File: src/rtl/gcd_pkg.sv
`default_nettype none
// ============================================================================
//  Package     : gcd_pkg
//  Description : Shared types and default parameters for the GCD requester
//                slice (requester FSM states, operand width, watchdog limit).
//  Revision    : 1.0 - initial release
// ============================================================================
package gcd_pkg;

  // Default operand/result width; must match the attached core.
  localparam int NBITS_DEFAULT   = 2;
  // Default maximum number of RUN cycles before the watchdog aborts.
  localparam int TIMEOUT_DEFAULT = 64;

  // Requester FSM states. The encoding is fixed so the top-level
  // localparam aliases stay legacy-compatible.
  typedef enum logic [2:0] {
    ST_IDLE  = 3'd0,
    ST_LOAD  = 3'd1,
    ST_RUN   = 3'd2,
    ST_RESP  = 3'd3,
    ST_ABORT = 3'd4,
    ST_DRAIN = 3'd5
  } req_state_e;

endpackage : gcd_pkg
`default_nettype wire

File: src/rtl/gcd_watchdog.sv
`default_nettype none
// ============================================================================
//  Module      : gcd_watchdog
//  Description : Saturating cycle counter that flags when a computation has
//                been running for TIMEOUT cycles.
//  Ports       : clk     - clock, rising edge
//                rst_n   - asynchronous active-low reset
//                clear   - synchronous clear of the count
//                enable  - count this cycle (one count per RUN cycle)
//                expired - high during the TIMEOUT-th enabled cycle onwards
//  Revision    : 1.0 - initial release
// ============================================================================
module gcd_watchdog
  import gcd_pkg::*;
#(
  parameter int TIMEOUT = TIMEOUT_DEFAULT   // must be >= 1
) (
  input  logic clk,
  input  logic rst_n,
  input  logic clear,
  input  logic enable,
  output logic expired
);

  localparam int CW = $clog2(TIMEOUT + 1);

  logic [CW-1:0] r_count;

  // Saturates at TIMEOUT so the count never wraps back to a "fresh" value.
  always_ff @(posedge clk or negedge rst_n) begin
    if (!rst_n) begin
      r_count <= '0;
    end else if (clear) begin
      r_count <= '0;
    end else if (enable && (r_count != CW'(TIMEOUT))) begin
      r_count <= r_count + CW'(1);
    end
  end

  // r_count holds the number of completed enabled cycles, so the current
  // cycle is the TIMEOUT-th one when r_count has reached TIMEOUT-1. Flagging
  // it combinationally lets the FSM leave RUN after exactly TIMEOUT cycles.
  assign expired = enable && (r_count >= CW'(TIMEOUT - 1));

endmodule : gcd_watchdog
`default_nettype wire

File: src/rtl/gcd_requester.sv
`default_nettype none
// ============================================================================
//  Module      : gcd_requester
//  Description : Initiator for a start/rdy GCD core. Accepts operand pairs on
//                a valid/ready stream, sequences the core through
//                load -> compute -> result, and returns the result on a
//                valid/ready stream. A watchdog aborts a hung computation.
//  Ports       : clk, rst_n                 - clock / async active-low reset
//                in_valid, in_ready         - operand stream handshake
//                in_a, in_b                 - operands (MSB must be 0)
//                gcd_xi, gcd_yi             - operands to core
//                gcd_start                  - 0 = core loads, 1 = core computes
//                gcd_rst                    - active-high core reset
//                gcd_rdy, gcd_xo            - core result valid / value
//                out_valid, out_ready       - result stream handshake
//                out_gcd, out_err           - result / invalid-result flag
//  Revision    : 1.0 - initial release
// ============================================================================
module gcd_requester
  import gcd_pkg::*;
#(
  parameter int NBits   = NBITS_DEFAULT,
  parameter int TIMEOUT = TIMEOUT_DEFAULT
) (
  input  logic             clk,
  input  logic             rst_n,
  input  logic             in_valid,
  output logic             in_ready,
  input  logic [NBits-1:0] in_a,
  input  logic [NBits-1:0] in_b,
  output logic [NBits-1:0] gcd_xi,
  output logic [NBits-1:0] gcd_yi,
  output logic             gcd_start,
  output logic             gcd_rst,
  input  logic             gcd_rdy,
  input  logic [NBits-1:0] gcd_xo,
  output logic             out_valid,
  input  logic             out_ready,
  output logic [NBits-1:0] out_gcd,
  output logic             out_err
);

  localparam logic [2:0] S_IDLE  = 3'(ST_IDLE);
  localparam logic [2:0] S_LOAD  = 3'(ST_LOAD);
  localparam logic [2:0] S_RUN   = 3'(ST_RUN);
  localparam logic [2:0] S_RESP  = 3'(ST_RESP);
  localparam logic [2:0] S_ABORT = 3'(ST_ABORT);
  localparam logic [2:0] S_DRAIN = 3'(ST_DRAIN);

  logic [2:0]       r_state;
  logic [NBits-1:0] r_a;
  logic [NBits-1:0] r_b;
  logic [NBits-1:0] r_gcd;
  logic             r_err;
  logic             r_used_core;   // current request went through the core

  logic w_bad_op;
  logic w_zero_op;
  logic w_wd_clear;
  logic w_wd_enable;
  logic w_wd_expired;

  assign w_bad_op  = in_a[NBits-1] | in_b[NBits-1];
  assign w_zero_op = (in_a == '0) | (in_b == '0);

  // Every entry to RUN comes from LOAD, so clearing during LOAD gives a
  // fresh count on the first RUN cycle.
  assign w_wd_clear  = (r_state == S_LOAD);
  assign w_wd_enable = (r_state == S_RUN);

  gcd_watchdog #(
    .TIMEOUT (TIMEOUT)
  ) u_watchdog (
    .clk     (clk),
    .rst_n   (rst_n),
    .clear   (w_wd_clear),
    .enable  (w_wd_enable),
    .expired (w_wd_expired)
  );

  always_ff @(posedge clk or negedge rst_n) begin
    if (!rst_n) begin
      r_state     <= S_IDLE;
      r_a         <= '0;
      r_b         <= '0;
      r_gcd       <= '0;
      r_err       <= 1'b0;
      r_used_core <= 1'b0;
    end else begin
      case (r_state)
        S_IDLE: begin
          if (in_valid) begin
            r_a <= in_a;
            r_b <= in_b;
            if (w_bad_op) begin
              r_gcd       <= '0;
              r_err       <= 1'b1;
              r_used_core <= 1'b0;
              r_state     <= S_RESP;
            end else if (w_zero_op) begin
              r_gcd       <= '0;
              r_err       <= 1'b0;
              r_used_core <= 1'b0;
              r_state     <= S_RESP;
            end else begin
              r_used_core <= 1'b1;
              r_state     <= S_LOAD;
            end
          end
        end
        S_LOAD: begin
          r_state <= S_RUN;
        end
        S_RUN: begin
          // A result arriving on the timeout edge is kept.
          if (gcd_rdy) begin
            r_gcd   <= gcd_xo;
            r_err   <= 1'b0;
            r_state <= S_RESP;
          end else if (w_wd_expired) begin
            r_state <= S_ABORT;
          end
        end
        S_ABORT: begin
          r_gcd   <= '0;
          r_err   <= 1'b1;
          r_state <= S_RESP;
        end
        S_RESP: begin
          if (out_ready) begin
            r_state <= r_used_core ? S_DRAIN : S_IDLE;
          end
        end
        S_DRAIN: begin
          r_state <= S_IDLE;
        end
        default: begin
          r_state <= S_IDLE;
        end
      endcase
    end
  end

  // rst_n is folded in so in_ready is low and the core is held in reset
  // for the whole reset interval, not just from the first clock edge.
  assign in_ready  = rst_n && (r_state == S_IDLE);
  assign gcd_rst   = !rst_n || (r_state == S_ABORT);
  assign gcd_start = (r_state == S_RUN);
  assign gcd_xi    = ((r_state == S_LOAD) || (r_state == S_RUN)) ? r_a : '0;
  assign gcd_yi    = ((r_state == S_LOAD) || (r_state == S_RUN)) ? r_b : '0;
  assign out_valid = (r_state == S_RESP);
  assign out_gcd   = r_gcd;
  assign out_err   = r_err;

endmodule : gcd_requester
`default_nettype wire

File: config.mk
export PLATFORM = sky130hd
export DESIGN_NAME = gcd_requester
export DESIGN_NICKNAME = d
export VERILOG_FILES = /design/src/rtl/gcd_pkg.sv /design/src/rtl/gcd_watchdog.sv /design/src/rtl/gcd_requester.sv
export SDC_FILE = /design/constraint.sdc
export NUM_CORES = 1
export LEC_CHECK = 0
export ABC_AREA = 1
export BUFFER_PORTS_ARGS = -buffer_cell sky130_fd_sc_hd__buf_2
export CORE_AREA = 3 3 51 53
export DETAILED_ROUTE_END_ITERATION = 16
export DIE_AREA = 0 0 54 56
export PLACE_DENSITY = 0.72
export SYNTH_ARGS = -nofsm -noshare
export SYNTH_HDL_FRONTEND = slang
export SYNTH_SLANG_ARGS = --single-unit
export TNS_END_PERCENT = 20
File: constraint.sdc
create_clock -name clk -period 1.14 [get_ports clk]
set_input_delay 0.285 -clock clk [delete_from_list [all_inputs] [get_ports clk]]
set_output_delay 0.285 -clock clk [all_outputs]
set_load 0.01 [all_outputs]
==> impl_results.md <==
- Netlist area before placement: 0.00105 sq mm
- Clock latency of the later-clocked register in the worst-skew pair: around 290 ps
- Clock period minus worst slack: 1560 ps
- Detailed-route wire length: slightly below 3 mm
- Ys flop type: sky130_fd_sc_hd__dfrtp_1
- Result of the run: finished, violations left
- Slowest cell on crit path: sky130_fd_sc_hd__dfrtp_2
- Clock skew: 5.42 ps
- Master cell of the clock root buffer: sky130_fd_sc_hd__clkbuf_4
- Clk sinks: 18
- Leakage Power: just under 0.0009 uW
- Signed area change from the synthesized netlist to the final layout: 52.1%
- Async S/R FF share, synth: between 90% and 100%
- WP data arrival: roughly 1300 ps
- Layout Nets: 215
- Die width: 54 um
- Count of unique library cells instantiated by Yosys: 16
- Maximum number of pins on one net before global-route repair: 11
- Final std cells w/o fill: 229
- Synth top area share: a little over two fifths
- Setup repair after global routing missed its margin: yes
- CP max FO: 3
- Remaining DRCs: 0
- Area of the die: roughly 0.003 sq mm
- Critical hold path startpoint: gcd_xo[0]
- Max Slew Vio Count: 0
- PnR Total Power: 4260 uW
- Overall routing resource usage: roughly 20%
- Critical path launch point: r_state[1]
- Register-to-Register Path Depth: 10
- Fraction of final layout cells sized beyond drive strength 1: between 40% and 50%
- Number of global-route vias before repair: around 1,100
- Critical path required time: 850 ps
- Longest individual stage delay on the worst path: 470 ps
- R2R Setup Slk: -260 ps
- Maximum clock frequency: 0.642 GHz
- Initial antenna violation count: 0
- Failing checks: negative setup slack
- Clk slew on worst S/H paths: ~110 ps
- Count leader, synth: sky130_fd_sc_hd__nand2_1
- Commonest cells post-synth: sky130_fd_sc_hd__nand2_1, sky130_fd_sc_hd__nor2_1, sky130_fd_sc_hd__inv_1
- Gate Count Post-Synth: 150
- Final setup violation count: 26
- Pwr dens: around 2700 mW/mm^2
- Final hold violation count: 0
- Clk buf depth: 2
- Worst-margin pin slew: between 200 and 250 ps
- Cell type with the highest aggregate area in the netlist: sky130_fd_sc_hd__dfrtp_1
- Total half-perimeter wirelength after legalization and detailed placement: around 2.1 mm
- Io pins: 22
- Wire length of the first global-routing pass: about 4.5 mm
- Synth warn: 0
- Antenna diode count: 0
- Most area-consuming cells after synthesis: sky130_fd_sc_hd__dfrtp_1, sky130_fd_sc_hd__nand2_1, sky130_fd_sc_hd__nor2_1
- Final hold slack: 183 ps
- Routed vias/inst: a little over 5
- Capture point of the critical path: in_ready
- Routed vias: between 1,000 and 1,500
- Seq/Total Area, Yosys: roughly 43%
- Cell count after placement: 216
- Final global-route overflow total: 0
- Number of enable flip-flop cells after synthesis: 0
- Synthesized net count: ~160
- CTS buffer count: 3
- Slack of the critical path: -417 ps
- Mean post-synth cell area: between 7 and 8 sq um
- Peak VDD IR: between 1.5 and 2 mV
- Total of flip-flops plus latches after synthesis: 18
- Class of the worst hold path: in2reg
- Initial core utilization: 48.0%
- Rel. slew slack: 85.2%
- Sort of element at the end of the critical path: output port
- Average wire length per cell after detail routing: between 10 and 15 um
- Num rows: 17
- Reg2reg end: r_state[1]
- Final design area excluding fillers: 0.00160 sq mm
- Starting DRC count in detailed routing: 23
- Htree depth: 1
- TritonCTS clock tree: built
- Setup CP Type: reg2out
- Buffers added on ports: 21
- Count of TritonRoute iterations in the first routing pass: 4
- Launch instance of the worst register-to-register path: r_state[1]
- Vert. Die Dim: between 50 and 60 um
- Core box area: roughly 0.0022 sq mm
- Number of routed nets with antenna violations: 0
- Placed cell areas: ~0.0014 sq mm
- Worst Setup Start Kind: register
- RD Place Congestion: ~0.83
- Number of maximum-capacitance violations: 0
- Portion of the clock cycle consumed by the worst path in the final layout: 137%
- Post-placement worst setup slack: -147 ps
- Cells traversed along the worst timing path: buf_4, nor2_2, and3_1, buf_2
## routing by layer
layer  routed length, um  GRT usage, %
met5                   0             0
met4                  67          6.76
met3                  76          1.61
met2                1670          36.2
met1                1150          22.4
## worst max-delay path, delay by kind of cell (launching register included)
family,cells,cell delay (ps)
DFF,1,470
buffers and inverters,2,270
and+or+nand+nor,2,240
## cells in the final DEF (no fill, tap or decap), drive strengths merged
master	count
a21oi	10
and3	1
buf	46
clkbuf	4
dfrtp	18
dlygate4sd3	1
ha	2
inv	27
nand2	41
nand3	18
nand4	4
nor2	24
o21ai	4
or2	1
## worst min-delay path by stage
stage,to,slack (ps),cells after the start
finish,out_gcd[0],180,3
global route,out_gcd[0],200,3
CTS,out_gcd[0],180,3
detailed placement,r_state[2],240,2
global placement,r_state[0],240,2
floorplan,out_err,-10,0
## what timing repair did
item / CTS / global route
buffers inserted: 4 / 4
resized for setup: 9 / 23
hold buffers: 1 / 0
setup endpoints to repair: 26 / 26
endpoints found under the hold margin: 18 / 0
pin swaps: 4 / 13
## power breakdown
group | switching (uW) | internal, uW
logic | 1550 | 1280
registers | 164 | 866
clock network | 200 | 195
total | 1920 | 2340
## cells by family after synthesis
family,synth area share (%)
flops,42.9
buf+inv,9.64
compound gates,6.67
fa+ha+maj,2.38
simple gates,38.5
## flip-flops by register name (all words and copies together) (netlist names)
name                cells
out_err                 1
r_state                 3
out_gcd                 2
r_used_core             1
r_b                     2
r_a                     2
u_watchdog.r_count      7
## metrics by stage
stage	utilization, %	setup TNS, ps
3_3_place_gp	62.0	-1700
4_1_cts	67.4	-5750
2_1_floorplan	-	-274
5_1_grt	73.0	-7810
6_report	73.0	-6020
3_5_place_dp	62.0	-2410
## layout make-up
class,instances,area [sq um]
fillers,167,592
repair buffers,47,345
well taps,28,35.0
inverters,27,114
clock buffers,4,36.3
multi-input cells,105,616
flip-flops and latches,18,453
(Power assumes the default switching activity.)
